[config.mk]
export PLATFORM = sky130hd
export DESIGN_NAME = tdm_demux_1_to_4_flat
export DESIGN_NICKNAME = d
export VERILOG_FILES = /design/src/rtl/tdm_demux_if.sv /design/src/rtl/tdm_demux_1_to_4.sv /design/src/flat_wrapper.sv
export SDC_FILE = /design/constraint.sdc
export NUM_CORES = 1
export LEC_CHECK = 0
export ABC_AREA = 1
export CAP_MARGIN = 30
export CELL_PAD_IN_SITES_DETAIL_PLACEMENT = 1
export CELL_PAD_IN_SITES_GLOBAL_PLACEMENT = 1
export CORE_UTILIZATION = 38
export DETAILED_ROUTE_END_ITERATION = 6
export PLACE_DENSITY = 0.82
export SYNTH_ARGS = -nofsm -noshare
export SYNTH_HDL_FRONTEND = slang
export SYNTH_SLANG_ARGS = --single-unit
[constraint.sdc]
create_clock -name clk -period 1.6 [get_ports clk]
set_input_delay 0.32 -clock clk [delete_from_list [all_inputs] [get_ports clk]]
set_output_delay 0.32 -clock clk [all_outputs]
set_load 0.02 [all_outputs]
[src/rtl/tdm_demux_if.sv]
// Bus bundle between a 4-slot TDM stream source and tdm_demux_1_to_4.
// With TDM_DEMUX_PARITY_EN defined, din_par and par_err are added.
interface tdm_demux_if #(
    parameter int W     = 8,
    parameter int CNT_W = 8
);
    logic [W-1:0]     din;
    logic             din_valid;
    logic             frame_start;
    logic [W-1:0]     a;
    logic [W-1:0]     b;
    logic [W-1:0]     c;
    logic [W-1:0]     d;
    logic             out_valid;
    logic [1:0]       sel;
    logic             busy;
    logic             frame_err;
    logic [CNT_W-1:0] frame_cnt;
`ifdef TDM_DEMUX_PARITY_EN
    logic             din_par;
    logic             par_err;

    modport master (
        output din, din_valid, frame_start, din_par,
        input  a, b, c, d, out_valid, sel, busy, frame_err, frame_cnt, par_err
    );
    modport slave (
        input  din, din_valid, frame_start, din_par,
        output a, b, c, d, out_valid, sel, busy, frame_err, frame_cnt, par_err
    );
`else
    modport master (
        output din, din_valid, frame_start,
        input  a, b, c, d, out_valid, sel, busy, frame_err, frame_cnt
    );
    modport slave (
        input  din, din_valid, frame_start,
        output a, b, c, d, out_valid, sel, busy, frame_err, frame_cnt
    );
`endif
endinterface

[src/rtl/tdm_demux_1_to_4.sv]
// 1-to-4 TDM demultiplexer: collects slots a..d after frame_start, then updates all lanes at once.
// Optional even-parity check on din is enabled with TDM_DEMUX_PARITY_EN.
module tdm_demux_1_to_4 #(
    parameter int W     = 8,
    parameter int CNT_W = 8
) (
    input logic        clk,
    input logic        rst_n,
    tdm_demux_if.slave bus
);
    // state   | meaning
    // IDLE    | waiting for a frame_start sample (slot 0)
    // COLLECT | slots 0..sel-1 held in shadow registers
    typedef enum logic {IDLE, COLLECT} state_t;

    state_t           state_q, state_d;
    logic [1:0]       sel_q, sel_d;
    logic [W-1:0]     sh0_q, sh1_q, sh2_q, sh0_d, sh1_d, sh2_d;
    logic [W-1:0]     a_q, b_q, c_q, d_q, a_d, b_d, c_d, d_d;
    logic             ov_q, ov_d, err_q, err_d;
    logic [CNT_W-1:0] cnt_q, cnt_d;
    logic             frame_ok;
`ifdef TDM_DEMUX_PARITY_EN
    logic             sample_bad;
    logic             bad_q, bad_d, perr_q, perr_d;

    assign sample_bad = bus.din_par ^ (^bus.din);
    assign frame_ok   = !(bad_q | sample_bad);
`else
    assign frame_ok   = 1'b1;
`endif

    always_ff @(posedge clk or negedge rst_n) begin
        if (!rst_n) begin
            state_q <= IDLE;
            sel_q   <= '0;
            sh0_q   <= '0;
            sh1_q   <= '0;
            sh2_q   <= '0;
            a_q     <= '0;
            b_q     <= '0;
            c_q     <= '0;
            d_q     <= '0;
            ov_q    <= 1'b0;
            err_q   <= 1'b0;
            cnt_q   <= '0;
`ifdef TDM_DEMUX_PARITY_EN
            bad_q   <= 1'b0;
            perr_q  <= 1'b0;
`endif
        end else begin
            state_q <= state_d;
            sel_q   <= sel_d;
            sh0_q   <= sh0_d;
            sh1_q   <= sh1_d;
            sh2_q   <= sh2_d;
            a_q     <= a_d;
            b_q     <= b_d;
            c_q     <= c_d;
            d_q     <= d_d;
            ov_q    <= ov_d;
            err_q   <= err_d;
            cnt_q   <= cnt_d;
`ifdef TDM_DEMUX_PARITY_EN
            bad_q   <= bad_d;
            perr_q  <= perr_d;
`endif
        end
    end

    always_comb begin
        state_d = state_q;
        sel_d   = sel_q;
        sh0_d   = sh0_q;
        sh1_d   = sh1_q;
        sh2_d   = sh2_q;
        a_d     = a_q;
        b_d     = b_q;
        c_d     = c_q;
        d_d     = d_q;
        ov_d    = 1'b0;
        err_d   = 1'b0;
        cnt_d   = cnt_q;
`ifdef TDM_DEMUX_PARITY_EN
        bad_d   = bad_q;
        perr_d  = perr_q;
`endif
        case (state_q)
            IDLE: begin
                if (bus.din_valid) begin
                    if (bus.frame_start) begin
                        sh0_d   = bus.din;
                        sel_d   = 2'd1;
                        state_d = COLLECT;
`ifdef TDM_DEMUX_PARITY_EN
                        bad_d   = sample_bad;
                        perr_d  = perr_q | sample_bad;
`endif
                    end else begin
                        err_d = 1'b1;
                    end
                end
            end
            default: begin
                if (bus.din_valid) begin
`ifdef TDM_DEMUX_PARITY_EN
                    perr_d = perr_q | sample_bad;
`endif
                    if (bus.frame_start) begin
                        // resync: drop the partial frame, this sample becomes slot 0
                        err_d = 1'b1;
                        sh0_d = bus.din;
                        sel_d = 2'd1;
`ifdef TDM_DEMUX_PARITY_EN
                        bad_d = sample_bad;
`endif
                    end else begin
                        sel_d = sel_q + 2'd1;
                        case (sel_q)
                            2'd1: sh1_d = bus.din;
                            2'd2: sh2_d = bus.din;
                            2'd3: begin
                                cnt_d   = cnt_q + 1'b1;
                                state_d = IDLE;
                                if (frame_ok) begin
                                    a_d  = sh0_q;
                                    b_d  = sh1_q;
                                    c_d  = sh2_q;
                                    d_d  = bus.din;
                                    ov_d = 1'b1;
                                end
                            end
                            default: ;
                        endcase
`ifdef TDM_DEMUX_PARITY_EN
                        bad_d = bad_q | sample_bad;
`endif
                    end
                end
            end
        endcase
    end

    assign bus.a         = a_q;
    assign bus.b         = b_q;
    assign bus.c         = c_q;
    assign bus.d         = d_q;
    assign bus.out_valid = ov_q;
    assign bus.frame_err = err_q;
    assign bus.frame_cnt = cnt_q;
    assign bus.sel       = sel_q;
    assign bus.busy      = (state_q == COLLECT);
`ifdef TDM_DEMUX_PARITY_EN
    assign bus.par_err   = perr_q;
`endif
endmodule

[src/flat_wrapper.sv]
// flat-port wrapper written by rule: the top's interface ports become plain ports
module tdm_demux_1_to_4_flat 
#(
    parameter int W     = 8,
    parameter int CNT_W = 8
)
  (clk, rst_n, bus_din, bus_din_valid, bus_frame_start, bus_a, bus_b, bus_c, bus_d, bus_out_valid, bus_sel, bus_busy, bus_frame_err, bus_frame_cnt);
  tdm_demux_if #(.W(W), .CNT_W(CNT_W)) bus_i ();
  input logic clk;
  input logic rst_n;
  input wire logic [$bits(bus_i.din)-1:0] bus_din;
  input wire logic [$bits(bus_i.din_valid)-1:0] bus_din_valid;
  input wire logic [$bits(bus_i.frame_start)-1:0] bus_frame_start;
  output wire logic [$bits(bus_i.a)-1:0] bus_a;
  output wire logic [$bits(bus_i.b)-1:0] bus_b;
  output wire logic [$bits(bus_i.c)-1:0] bus_c;
  output wire logic [$bits(bus_i.d)-1:0] bus_d;
  output wire logic [$bits(bus_i.out_valid)-1:0] bus_out_valid;
  output wire logic [$bits(bus_i.sel)-1:0] bus_sel;
  output wire logic [$bits(bus_i.busy)-1:0] bus_busy;
  output wire logic [$bits(bus_i.frame_err)-1:0] bus_frame_err;
  output wire logic [$bits(bus_i.frame_cnt)-1:0] bus_frame_cnt;
  assign bus_i.din = bus_din;
  assign bus_i.din_valid = bus_din_valid;
  assign bus_i.frame_start = bus_frame_start;
  assign bus_a = bus_i.a;
  assign bus_b = bus_i.b;
  assign bus_c = bus_i.c;
  assign bus_d = bus_i.d;
  assign bus_out_valid = bus_i.out_valid;
  assign bus_sel = bus_i.sel;
  assign bus_busy = bus_i.busy;
  assign bus_frame_err = bus_i.frame_err;
  assign bus_frame_cnt = bus_i.frame_cnt;
  tdm_demux_1_to_4 #(.W(W), .CNT_W(CNT_W)) u_core (.clk(clk), .rst_n(rst_n), .bus(bus_i));
endmodule
-- Yosys cells after proc, flatten, opt, wreduce, memory -nomap -nowiden
Index checks and enable logic that the tools add are counted.
- add/sub/neg operators: 2
- multiply operators: 0
- div/mod/pow operators: 0
- $lt $le $gt $ge: 0
- eq/ne operators: 3
- shift operators: 0
- multiplexer cells: 18
- bitwise logic cells: 1
- reduce and logical (&&, ||, !) cells: 6
- operator list (operator ; number):
    2-to-1 mux 1 bit ; 13
    AND reduction 4 bit ; 3
    2-to-1 mux 2 bit ; 5
    adder 8 x 1 -> 8 bit (second input constant) ; 1
    == test 2 bit (second input constant) ; 2
    AND reduction 2 bit ; 2
    adder 2 x 1 -> 2 bit (second input constant) ; 1
    == test 2 x 1 -> 1 bit (second input constant) ; 1
    nonzero test 2 bit ; 1
    inverter 1 bit ; 1
- bits in registers: 69
- bits in latches: 0
- RAM bits: 0
- bits in read-only memories: 0
- input port bits: 12
- memories: 0

-- Logic depth before layout (Yosys ltp)
- depth after elaboration: 5
- mapped depth: 8
- gate-level depth less buffers: 7

-- Least setup slack after synthesis
OpenSTA, ideal clock, no wires.
- kind: register -> register
- start point: register u_core.sel_q[1] (netlist: u_core.bus.sel[1])
- end point: register u_core.cnt_q[5] (netlist: u_core.bus.frame_cnt[5])
- setup time: 0.113 ns
- data arrival time: 1.256 ns
- required time: 1.487 ns
- setup slack: 0.231 ns
- stages on the path, launching flop included: 9
- buffers on the path: 2
- period minus slack after synthesis: 1.369 ns
- path through: dfrtp_1 -> ha_1 -> nand2_1 -> nor2_2 -> buf_6 -> buf_6 -> nand4_1 -> nand2_1 -> inv_1
- longest elaborated chain between the ends: 2
- ends and longest elaborated chain (what ; line ; RTL):
    start: declaration ; tdm_demux_1_to_4.sv:17 ; logic [1:0] sel_q, sel_d;
    start signal: assignment ; tdm_demux_1_to_4.sv:53 ; sel_q <= sel_d;
    == test 2 bit ; tdm_demux_1_to_4.sv:119 ; case (sel_q)
    AND reduction 4 bit (no source line) ; n/a ;
    end signal: assignment ; tdm_demux_1_to_4.sv:63 ; cnt_q <= cnt_d;
    end: declaration ; tdm_demux_1_to_4.sv:21 ; logic [CNT_W-1:0] cnt_q, cnt_d;
No other way between the ends.
A chain may end at the register's enable or synchronous reset.

-- Worst setup path in the final report
- start point: input bus_din_valid
- end point: register u_core.cnt_q[5] (netlist: u_core.bus.frame_cnt[5])
- longest elaborated chain between the ends: 1
- ends and longest elaborated chain (what ; line ; RTL):
    start: declaration ; flat_wrapper.sv:12 ; input wire logic [$bits(bus_i.din_valid)-1:0] bus_din_valid;
    AND reduction 4 bit (no source line) ; n/a ;
No other way between the ends.

==> parameters.txt <==
Parameter                              Value

Finish
  Layout net count ... 377
  Fraction of final layout cells with drive strength greater than 1 ... 9.84%
  Post-synthesis to final-layout area growth ... 35.5%
  Finished Cell Area ... around 0.0037 mm2
  Number of diodes ... 0
  Filler-free cell count of the finished design ... 462

Worst setup path
  Critical path class ... in -> reg
  Kind of launch point of the worst setup path ... primary input
  Capturing element type of the critical path ... flip-flop
  Highest fanout seen on the critical path ... 24
  Worst EP arrival ... 1670 ps
  Required time worst endpoint ... 1840 ps

Yosys
  Netlist Area Pre-Place ... around 0.0027 mm2
  Number of distinct library cells after synthesis ... 20
  Post-synth top flop ... dfrtp_1
  Sequential share of the synthesized area ... 63.9%
  Top cell type's share of synthesized area ... between 60% and 70%
  Number of flip-flops and latches in the synthesized netlist ... about 70
  Post-synth top area cell ... dfrtp_1
  Count of yosys warnings during synthesis ... 0
  Library cell with the highest instance count after synthesis ... nand2_1
  Leading post-synthesis cells by cell area ... dfrtp_1 (64%), nand2_1 (18%), o21ai_1 (3.3%)
  Post-synth EDFFs ... 0
  Average instance area after synthesis ... 9.36 um2
  Count of mapped cells out of synthesis ... 289
  Net Count, Synth ... 305
  Commonest cells in the netlist ... nand2_1 (127), dfrtp_1 (69), inv_1 (23)
  Share of flip-flops with an asynchronous set or reset after synthesis ... 100%

Floorplan
  I/O pins ... 57
  Initial standard-cell utilization of the core ... 39.6%
  Height of the chip ... 86.4 um
  Area of the die ... 0.00746 mm2
  Placeable core region ... approximately 0.0068 mm2
  Die outline width ... 86.4 um
  Total number of placement rows ... 30

Timing
  Unrepaired setup endpoints after global routing ... no
  Fin Clk Skew ... 11.3 ps
  Portion of the clock cycle consumed by the worst path in the final layout ... 89.9%
  Setup violation total in the final timing report ... 0
  Transition at the pin with the smallest max-transition slack ... 424 ps
  Fin crit period ... 1440 ps
  Final-report max-slew violation count ... 0
  Final Hold Violating Endpoints ... 0
  Least setup slack across all paths after layout ... about 160 ps
  Highest attainable clock frequency ... 0.695 GHz
  Hold Worst Slack ... 452 ps
  Setup total negative slack ... 0 ps
  Relative slew slack ... 71.7%

Routing
  Average wire per cell in the routed design ... 15.1 um
  Remaining DRCs ... 0
  Count of TritonRoute iterations in the first routing pass ... 4
  1st-iter DRT viols ... 93
  Number of nets still failing antenna checks after routing ... 0
  Via-to-Cell Ratio ... 4.65
  Detailed Route WL ... 7.00 mm
  Routed via count ... 2,147

GRT
  Total congestion overflow after global routing ... 0
  Antenna violations before repair ... 0
  Maximum number of pins on one net before global-route repair ... 26
  Total Routing Usage GR ... a little over a fifth
  Number of global-route vias before repair ... 2,378
  First-pass GRT wire length ... between 10 and 15 mm

Placed design
  Final estimated routing congestion in global placement ... around 0.7
  Detailed placement HPWL ... 4.84 mm
  DP Worst Slack ... -171 ps
  Placed Area ... 0.00349 mm2
  Cell count after placement ... 445
  Number of I/O port buffers ... 56

Worst hold path
  Hold WC Path Type ... in -> async

Power
  Max VDD drop ... a little under 800 uV
  Power Density ... 1710 mW/mm2
  Cell leakage power ... 2.00 nW

Clock tree
  Total clock buffers created by CTS ... 9
  CTS Sinks ... about 70
  Clock tree from TritonCTS ... yes
  Total number of H-tree levels ... 3
  Root Buffer ... clkbuf_8
  Reg clk slew, reported paths ... 70 ps
  Clock Path Buffers ... 2
  Clock latency at the later pin of the worst-skew pair ... 340 ps

Run status
  Run status ... finished clean

Run
  Number of max-cap violations ... 0
## routing by layer
metal / share of wire [%] / vias up / GRT usage [%]
met5: 0 / - / 0
met4: 1.9 / 0 / 9.55
met3: 3.5 / 12 / 3.62
met2: 51 / 47 / 37.7
met1: 44 / 1057 / 26.0
li1: - / 1031 / -
## stage by stage
| stage | util [%] | power [mW] |
|---|---|---|
| floorplan | - | 3.81 |
| detailed placement | 51.0 | 5.00 |
| finish | 53.6 | 6.28 |
| global placement | 51.0 | 4.87 |
| global route | 53.6 | 6.68 |
| CTS | 53.6 | 6.36 |
## flip-flops by register name, indices dropped and copies added (netlist names)
signal / flops
u_core.bus.a: 8
u_core.bus.b: 8
u_core.bus.busy: 1
u_core.bus.c: 8
u_core.bus.d: 8
u_core.bus.frame_cnt: 8
u_core.bus.frame_err: 1
u_core.bus.out_valid: 1
u_core.bus.sel: 2
u_core.sh0_q: 8
u_core.sh1_q: 8
u_core.sh2_q: 8
## cell type report
| class | count | area [um2] |
|---|---|---|
| Clock buffer | 12 | 155 |
| Clock inverter | 4 | 70.1 |
| Fill cell | 803 | 3170 |
| Inverter | 24 | 90.1 |
| Multi-Input combinational cell | 185 | 818 |
| Sequential cell | 69 | 1730 |
| Tap cell | 96 | 120 |
| Timing Repair Buffer | 72 | 684 |
## layout by cell type (no fill, tap or decap)
| master | Yosys | layout |
|---|---|---|
| nand4_1 | 3 | 3 |
| clkbuf_8 | 0 | 11 |
| nand2_2 | 2 | 2 |
| nand3_1 | 4 | 4 |
| xnor2_1 | 3 | 3 |
| clkdlybuf4s50_1 | 0 | 10 |
| ha_1 | 4 | 4 |
| inv_2 | 1 | 1 |
| xor2_1 | 1 | 1 |
| clkbuf_1 | 3 | 1 |
| dfrtp_1 | 69 | 69 |
| a21oi_1 | 1 | 1 |
| dlygate4sd3_1 | 0 | 1 |
| nand2_1 | 127 | 127 |
| bufinv_16 | 0 | 2 |
| o21ai_1 | 18 | 18 |
| nor2_1 | 3 | 3 |
| clkinv_2 | 0 | 2 |
| o22ai_1 | 1 | 1 |
| inv_1 | 23 | 23 |
| buf_4 | 2 | 10 |
| buf_2 | 4 | 1 |
| dlygate4sd2_1 | 0 | 45 |
| o21ai_0 | 16 | 16 |
| nor2_2 | 2 | 2 |
| buf_12 | 0 | 5 |
## critical path, stage by stage
cell and delay, ps:
clkdlybuf4s50_1 520, nand2_1 110, nor2_2 260, buf_12 200, nand4_1 110, nand2_1 100, inv_1 40
## power breakdown
group          internal (mW)  total (mW)  switching, mW  leakage (nW)
Clock                  0.959        1.61          0.654         0.116
Sequential              2.33        2.72          0.383         0.874
Combinational          0.752        1.95           1.20          1.01
## cells by family after synthesis
logic type	after synthesis	share of synthesized area, %
buf+inv	35	5.88
fa+ha+maj	4	1.85
xor+xnor	4	1.30
simple gates	141	20.4
compound gates	36	6.71
flops	69	63.9
## final timing paths
kind	startpoint	slack [ps]	cells after the start	end
max in group asynchronous	rst_n	600	3	u_core.bus.b[7]
worst min register to register	u_core.bus.a[5]	470	2	u_core.bus.a[5]
min in group clk	u_core.bus.a[5]	470	2	u_core.bus.a[5]
worst max-delay path	bus_din_valid	160	7	u_core.bus.frame_cnt[5]
worst min-delay path	rst_n	450	2	u_core.sh1_q[3]
worst max register to register	u_core.bus.sel[1]	160	7	u_core.bus.frame_cnt[5]
## timing repair
item                                   CTS  global route
buffers inserted                         0             0
hold buffers                             1             0
setup endpoints to repair               45             0
resized for setup                       45             0
endpoints found under the hold margin   11             0
(Power assumes the default switching activity.)
